## src/rtl/uart_pkg.sv

```systemverilog
// rtl/uart_pkg.sv - shared types and constants for the UART receive path
//
// Purpose : rx FSM state enum, frame constants and standard CLK_DIV defaults
//           (50 MHz system clock, 16x oversampling).
// Ports   : none (package).
// Macro   : UART_RX_PARITY_EN adds the PARITY state to the enum.
package uart_pkg;

    localparam int DATA_BITS  = 8;
    localparam int OVERSAMPLE = 16;

    // System clocks per oversample tick at 50 MHz.
    localparam int CLK_DIV_9600   = 326;
    localparam int CLK_DIV_19200  = 163;
    localparam int CLK_DIV_38400  = 81;
    localparam int CLK_DIV_57600  = 54;
    localparam int CLK_DIV_115200 = 27;

    typedef enum logic [2:0] {
        ST_IDLE,
        ST_START,
        ST_DATA,
`ifdef UART_RX_PARITY_EN
        ST_PARITY,
`endif
        ST_STOP
    } rx_state_e;

endpackage

```

## src/rtl/uart_tick_gen.sv

```systemverilog
// rtl/uart_tick_gen.sv - oversample clock-enable generator
//
// Purpose : counts 0..CLK_DIV-1 while en is high; tick is high for the one
//           clock at CLK_DIV-1. clr restarts the count from 0.
// Ports   : clk  - system clock
//           rst  - asynchronous active-high reset
//           clr  - synchronous counter clear
//           en   - count enable
//           tick - oversample clock-enable
module uart_tick_gen #(
    parameter int CLK_DIV   = 27,
    parameter int DIV_WIDTH = 5
) (
    input  logic clk,
    input  logic rst,
    input  logic clr,
    input  logic en,
    output logic tick
);

    localparam logic [DIV_WIDTH-1:0] LAST = DIV_WIDTH'(CLK_DIV - 1);

    logic [DIV_WIDTH-1:0] cnt_q;
    logic [DIV_WIDTH-1:0] cnt_d;

    always_comb begin
        cnt_d = cnt_q;
        if (clr) begin
            cnt_d = '0;
        end else if (en) begin
            cnt_d = (cnt_q == LAST) ? '0 : cnt_q + 1'b1;
        end
    end

    always_ff @(posedge clk or posedge rst) begin
        if (rst) begin
            cnt_q <= '0;
        end else begin
            cnt_q <= cnt_d;
        end
    end

    assign tick = en && (cnt_q == LAST);

endmodule

```

## src/rtl/uart_rx.sv

```systemverilog
// rtl/uart_rx.sv - 16x oversampling 8N1 UART receiver with valid/ack holding register
//
// Purpose : synchronizes rx, detects the start edge, samples each bit at its
//           centre and delivers good bytes through data_out/data_valid.
// Ports   : clk, rst (async active-high)
//           rx         - serial line, idle high, asynchronous to clk
//           data_out   - last good byte (LSB received first)
//           data_valid - high from delivery until data_ack
//           data_ack   - clears data_valid on the next rising edge
//           frame_err  - 1-cycle pulse, stop bit sampled low
//           overrun    - 1-cycle pulse, good byte delivered over an unacked one
//           parity_err - 1-cycle pulse, even-parity mismatch (0 without parity)
// Macro   : UART_RX_PARITY_EN enables one even-parity bit between data and stop.
module uart_rx
    import uart_pkg::*;
#(
    parameter int CLK_DIV   = CLK_DIV_115200,
    parameter int DIV_WIDTH = 5
) (
    input  logic       clk,
    input  logic       rst,
    input  logic       rx,
    output logic [7:0] data_out,
    output logic       data_valid,
    input  logic       data_ack,
    output logic       frame_err,
    output logic       overrun,
    output logic       parity_err
);

    localparam logic [3:0] MID_SAMPLE  = 4'(OVERSAMPLE / 2 - 1);
    localparam logic [3:0] LAST_SAMPLE = 4'(OVERSAMPLE - 1);
    localparam logic [2:0] LAST_BIT    = 3'(DATA_BITS - 1);

    rx_state_e  state_q;
    logic       sync1_q;
    logic       rxs_q;
    logic       rxs_prev_q;
    logic [3:0] scnt_q;
    logic [2:0] bit_idx_q;
    logic [7:0] shift_q;
    logic       brk_q;
    logic [7:0] data_out_q;
    logic       data_valid_q;
    logic       frame_err_q;
    logic       overrun_q;
`ifdef UART_RX_PARITY_EN
    logic       par_err_q;
    logic       parity_err_q;
`endif

    logic tick;
    logic start_edge;

    assign start_edge = (state_q == ST_IDLE) && rxs_prev_q && !rxs_q;

    uart_tick_gen #(
        .CLK_DIV   (CLK_DIV),
        .DIV_WIDTH (DIV_WIDTH)
    ) u_tick_gen (
        .clk  (clk),
        .rst  (rst),
        .clr  (start_edge),
        .en   (state_q != ST_IDLE),
        .tick (tick)
    );

    always_ff @(posedge clk or posedge rst) begin
        if (rst) begin
            state_q      <= ST_IDLE;
            sync1_q      <= 1'b1;
            rxs_q        <= 1'b1;
            rxs_prev_q   <= 1'b1;
            scnt_q       <= '0;
            bit_idx_q    <= '0;
            shift_q      <= '0;
            brk_q        <= 1'b0;
            data_out_q   <= '0;
            data_valid_q <= 1'b0;
            frame_err_q  <= 1'b0;
            overrun_q    <= 1'b0;
`ifdef UART_RX_PARITY_EN
            par_err_q    <= 1'b0;
            parity_err_q <= 1'b0;
`endif
        end else begin
            sync1_q     <= rx;
            rxs_q       <= sync1_q;
            rxs_prev_q  <= rxs_q;
            frame_err_q <= 1'b0;
            overrun_q   <= 1'b0;
`ifdef UART_RX_PARITY_EN
            parity_err_q <= 1'b0;
`endif
            // A delivery later in this block overrides the ack clear.
            if (data_ack) begin
                data_valid_q <= 1'b0;
            end

            case (state_q)
                ST_IDLE: begin
                    if (start_edge) begin
                        scnt_q    <= '0;
                        bit_idx_q <= '0;
                        brk_q     <= 1'b0;
`ifdef UART_RX_PARITY_EN
                        par_err_q <= 1'b0;
`endif
                        state_q   <= ST_START;
                    end
                end

                ST_START: begin
                    if (tick) begin
                        if (scnt_q == MID_SAMPLE) begin
                            if (!rxs_q) begin
                                // Re-centre: from here every 16th tick lands mid-bit.
                                scnt_q  <= '0;
                                state_q <= ST_DATA;
                            end else begin
                                state_q <= ST_IDLE;
                            end
                        end else begin
                            scnt_q <= scnt_q + 1'b1;
                        end
                    end
                end

                ST_DATA: begin
                    if (tick) begin
                        scnt_q <= scnt_q + 1'b1;
                        if (scnt_q == LAST_SAMPLE) begin
                            shift_q   <= {rxs_q, shift_q[7:1]};
                            bit_idx_q <= bit_idx_q + 1'b1;
                            if (bit_idx_q == LAST_BIT) begin
`ifdef UART_RX_PARITY_EN
                                state_q <= ST_PARITY;
`else
                                state_q <= ST_STOP;
`endif
                            end
                        end
                    end
                end

`ifdef UART_RX_PARITY_EN
                ST_PARITY: begin
                    if (tick) begin
                        scnt_q <= scnt_q + 1'b1;
                        if (scnt_q == LAST_SAMPLE) begin
                            // Even parity: the parity bit must equal the XOR of the data.
                            par_err_q <= rxs_q ^ (^shift_q);
                            state_q   <= ST_STOP;
                        end
                    end
                end
`endif

                ST_STOP: begin
                    if (brk_q) begin
                        // Line held low after a bad stop bit: wait for idle so a
                        // break does not look like a new start edge.
                        if (rxs_q) begin
                            state_q <= ST_IDLE;
                        end
                    end else if (tick) begin
                        scnt_q <= scnt_q + 1'b1;
                        if (scnt_q == LAST_SAMPLE) begin
                            if (!rxs_q) begin
                                frame_err_q <= 1'b1;
                                brk_q       <= 1'b1;
                            end else begin
                                state_q <= ST_IDLE;
`ifdef UART_RX_PARITY_EN
                                if (par_err_q) begin
                                    parity_err_q <= 1'b1;
                                end else begin
                                    data_out_q   <= shift_q;
                                    data_valid_q <= 1'b1;
                                    overrun_q    <= data_valid_q && !data_ack;
                                end
`else
                                data_out_q   <= shift_q;
                                data_valid_q <= 1'b1;
                                overrun_q    <= data_valid_q && !data_ack;
`endif
                            end
                        end
                    end
                end

                default: state_q <= ST_IDLE;
            endcase
        end
    end

    assign data_out   = data_out_q;
    assign data_valid = data_valid_q;
    assign frame_err  = frame_err_q;
    assign overrun    = overrun_q;
`ifdef UART_RX_PARITY_EN
    assign parity_err = parity_err_q;
`else
    assign parity_err = 1'b0;
`endif

endmodule

```

## config.mk

```make
export PLATFORM = sky130hd
export DESIGN_NAME = uart_rx
export DESIGN_NICKNAME = d
export VERILOG_FILES = /design/src/rtl/uart_pkg.sv /design/src/rtl/uart_tick_gen.sv /design/src/rtl/uart_rx.sv
export SDC_FILE = /design/constraint.sdc
export NUM_CORES = 1
export LEC_CHECK = 0
export ABC_AREA = 1
export CAP_MARGIN = 0
export CELL_PAD_IN_SITES_DETAIL_PLACEMENT = 1
export CELL_PAD_IN_SITES_GLOBAL_PLACEMENT = 1
export CORE_MARGIN = 10
export CORE_UTILIZATION = 45
export CTS_BUF_LIST = sky130_fd_sc_hd__clkbuf_16
export DETAILED_ROUTE_END_ITERATION = 8
export GPL_ROUTABILITY_DRIVEN = 0
export PLACE_DENSITY = 0.79
export SLEW_MARGIN = 20
export SYNTH_ARGS = -nofsm -noshare
export SYNTH_HDL_FRONTEND = slang
export SYNTH_SLANG_ARGS = --single-unit
export TNS_END_PERCENT = 50
```

## constraint.sdc

```tcl
create_clock -name clk -period 4.5 [get_ports clk]
set_input_delay 0.9 -clock clk [delete_from_list [all_inputs] [get_ports clk]]
set_output_delay 0.9 -clock clk [all_outputs]
set_load 0.01 [all_outputs]
```

==> impl_results.md <==
- First-pass GRT wire length: 8070 µm
- Most frequent cells in the layout: nand2_1 (65), dfrtp_1 (34), inv_1 (25)
- Finished Cell Area: about 2200 µm²
- Max incr delay on CP: approximately 0.56 ns
- Drt first-iter violations: 90
- Antenna violations before repair: 0
- H-tree level count: 2
- Worst slew margin relative to its limit: roughly three fifths
- Grt ovf: 0
- Synth unique cells: 26
- Mapped Area: between 1500 and 2000 µm²
- Max-cap violation count: 0
- Dpl cells: about 280
- Most common cell after layout, fill and taps aside: nand2_1
- Slew Viols, Final: 0
- Final setup viols: 0
- WS Path Type: reg2out
- Die area: about 7200 µm²
- Buffers added on ports: 14
- Post-CTS setup buffers: 0
- Top-level port count: 16
- Flops & latches, synth: 37
- Arr. time, crit path: approximately 1.2 ns
- Antenna diodes: 0
- Post-Synthesis Cells: roughly 210
- Vias in the first global route: approximately 1700
- Register area share after synthesis: about half
- Crit end category: output port
- Skew-Pair Late Insertion Delay: ~0.28 ns
- CTS buffer count: 5
- Max frequency: 475 MHz
- Sink Count: 37
- Leakage: roughly 0.0011 µW
- Post-CTS sizing: 0
- Core area: between 4000 and 5000 µm²
- Placed cell area: slightly above 2000 µm²
- Top cell type's share of synthesized area: between 40% and 50%
- HP Start: sync1_q
- Hold Path Class: reg2reg
- Critical path buffers and inverters: 1
- Min Tclk post-route: around 2.1 ns
- Top FF cell, synth: dfrtp_1
- Initial Utilization: between 40% and 50%
- Chip width: roughly 85 µm
- Remaining antenna violation count: 0
- RSZ-0062 raised after global routing: false
- Yosys top cell by area: dfrtp_1
- Pwr dens: approximately 470 nW/µm²
- Hold path cells: 0
- Clk buf depth: 2
- Non-Filler Instances: about 280
- Setup slack, reg-to-reg: around 2.5 ns
- # rows: 23
- End of the worst register-to-register path: shift_q[1]
- Clk_skew: around 0.0068 ns
- Overall die height: approximately 85 µm
- Syn Area/Cell: slightly below 9 µm²
- CP Cell Sequence: clkdlybuf4s50_1
- Total Wirelength: approximately 4500 µm
- Worst Hold End: rxs_q
- CP max stage cell: clkdlybuf4s50_1
- Top cells by area, synth: dfrtp_1 (45%), nand2_1 (13%), o21ai_2 (7.0%), ha_1 (6.0%), nand3_1 (4.8%)
- FFs w/ async S/R, synth: 100%
- Worst-Margin Slew: roughly 0.57 ns
- Worst reg-to-reg path cell count: 8
- Worst-path fanout max: 2
- Yosys warning count: 0
- Layout cells sized above 1: 15.5%
- DRC viols: 0
- Vias/cell: between 5 and 6
- Maximum vdd drop: 249 µV
- Worst-path clk slew: approximately 0.060 ns
- Outcome: finished clean
- Final-report hold violation count: 0
- Total GRT Usage: between 10 and 15%
- Detail Placement HPWL: roughly 3300 µm
- Nets@finish: 245
- Fin crit share: roughly 47%
- CTS tree: done
- Setup TNS: 0 ns
- Wire length per cell: around 16 µm
- Area grow syn2layout: 16.7%
- # hold bufs at CTS: 0
- Worst path required time: 3.60 ns
- Startpoint Class: flop
- RR Startpoint: state_q[1]
- TritonRoute pass-1 iters: 4
- Post-Syn Nets: approximately 230
- Number of vias in the routed layout: roughly 1500
- Number of flops mapped to enable cells by yosys: 0
- Largest net degree at the start of global routing: 38
- CP delay by family, top: buffers and inverters
- Root buffer cell: clkbuf_16
[final cells by class]
cell class                 count  area [µm²]
fill                         482        1840
sequential                    37         930
multi-input combinational    147         815
timing repair buffer          15         148
clock buffer                   5         125
inverter                      26        97.6
tap                           50        62.6
clock inverter                 3        13.8
[routing by layer]
layer  share of wire [%]  vias to the layer above  global-route usage (%)  routed length (µm)
li1                    -                      716                       -                   -
met1                  41                      762                    14.9                1840
met2                  52                       23                    23.0                2350
met3                 4.8                        8                    4.93                 215
met4                 1.8                        0                    5.54                  80
met5                   0                        -                       0                   0
[flip-flops by register name, summed over array words and instances, names as in the netlist]
| signal | flops |
|---|---|
| shift_q | 8 |
| state_q | 2 |
| rxs_q | 1 |
| rxs_prev_q | 1 |
| brk_q | 1 |
| u_tick_gen.cnt_q | 5 |
| data_valid | 1 |
| sync1_q | 1 |
| bit_idx_q | 3 |
| data_out | 8 |
| scnt_q | 4 |
| overrun | 1 |
| frame_err | 1 |
[Yosys cell counts, types with 3 or more instances]
library cell / number
ha_1: 9
nor2_1: 8
o21ai_2: 15
inv_1: 24
nand4_1: 3
dfrtp_1: 34
dfstp_2: 3
o21ai_0: 10
nor2_2: 3
xor2_1: 3
nand3_1: 18
nand2_1: 65
[kinds of logic (layout without fill, tap and decap cells)]
logic type      after synthesis  in the layout  share of synthesized area [%]
simple gates                105            105                           24.7
flops                        37             37                           49.5
buf+inv                      30             49                           7.07
compound gates               28             28                           10.6
fa+ha+maj                     9              9                           6.00
xor+xnor                      4              4                           1.87
other cells                   1              1                          0.200
[power breakdown]
part | internal [µW] | switching [µW]
Sequential | 370 | 42.4
Clock | 201 | 128
Combinational | 95.2 | 202
[through the flow]
| stage | power, µW | hold slack (ns) | setup slack (ns) | utilization, % |
|---|---|---|---|---|
| after floorplan | 626 | 0.345 | 2.77 | - |
| final | 1040 | 0.355 | 2.39 | 54.4 |
| after detailed placement | 711 | 0.347 | 2.57 | 50.9 |
| after CTS | 1050 | 0.355 | 2.38 | 54.4 |
| after global placement | 684 | 0.346 | 2.69 | 50.9 |
| after global routing | 1110 | 0.362 | 2.33 | 54.4 |
[worst max-delay path by stage]
stage / start / end / slack (ns) / cells past startpoint
floorplan: rst / bit_idx_q[0] / 2.77 / 1
global placement: data_out[1] / data_out[1] / 2.69 / 1
detailed placement: state_q[1] / shift_q[1] / 2.57 / 8
CTS: data_out[1] / data_out[1] / 2.38 / 1
global route: state_q[1] / bit_idx_q[0] / 2.33 / 8
finish: data_out[1] / data_out[1] / 2.39 / 1
No activity file was read; power rests on OpenSTA's default activity.
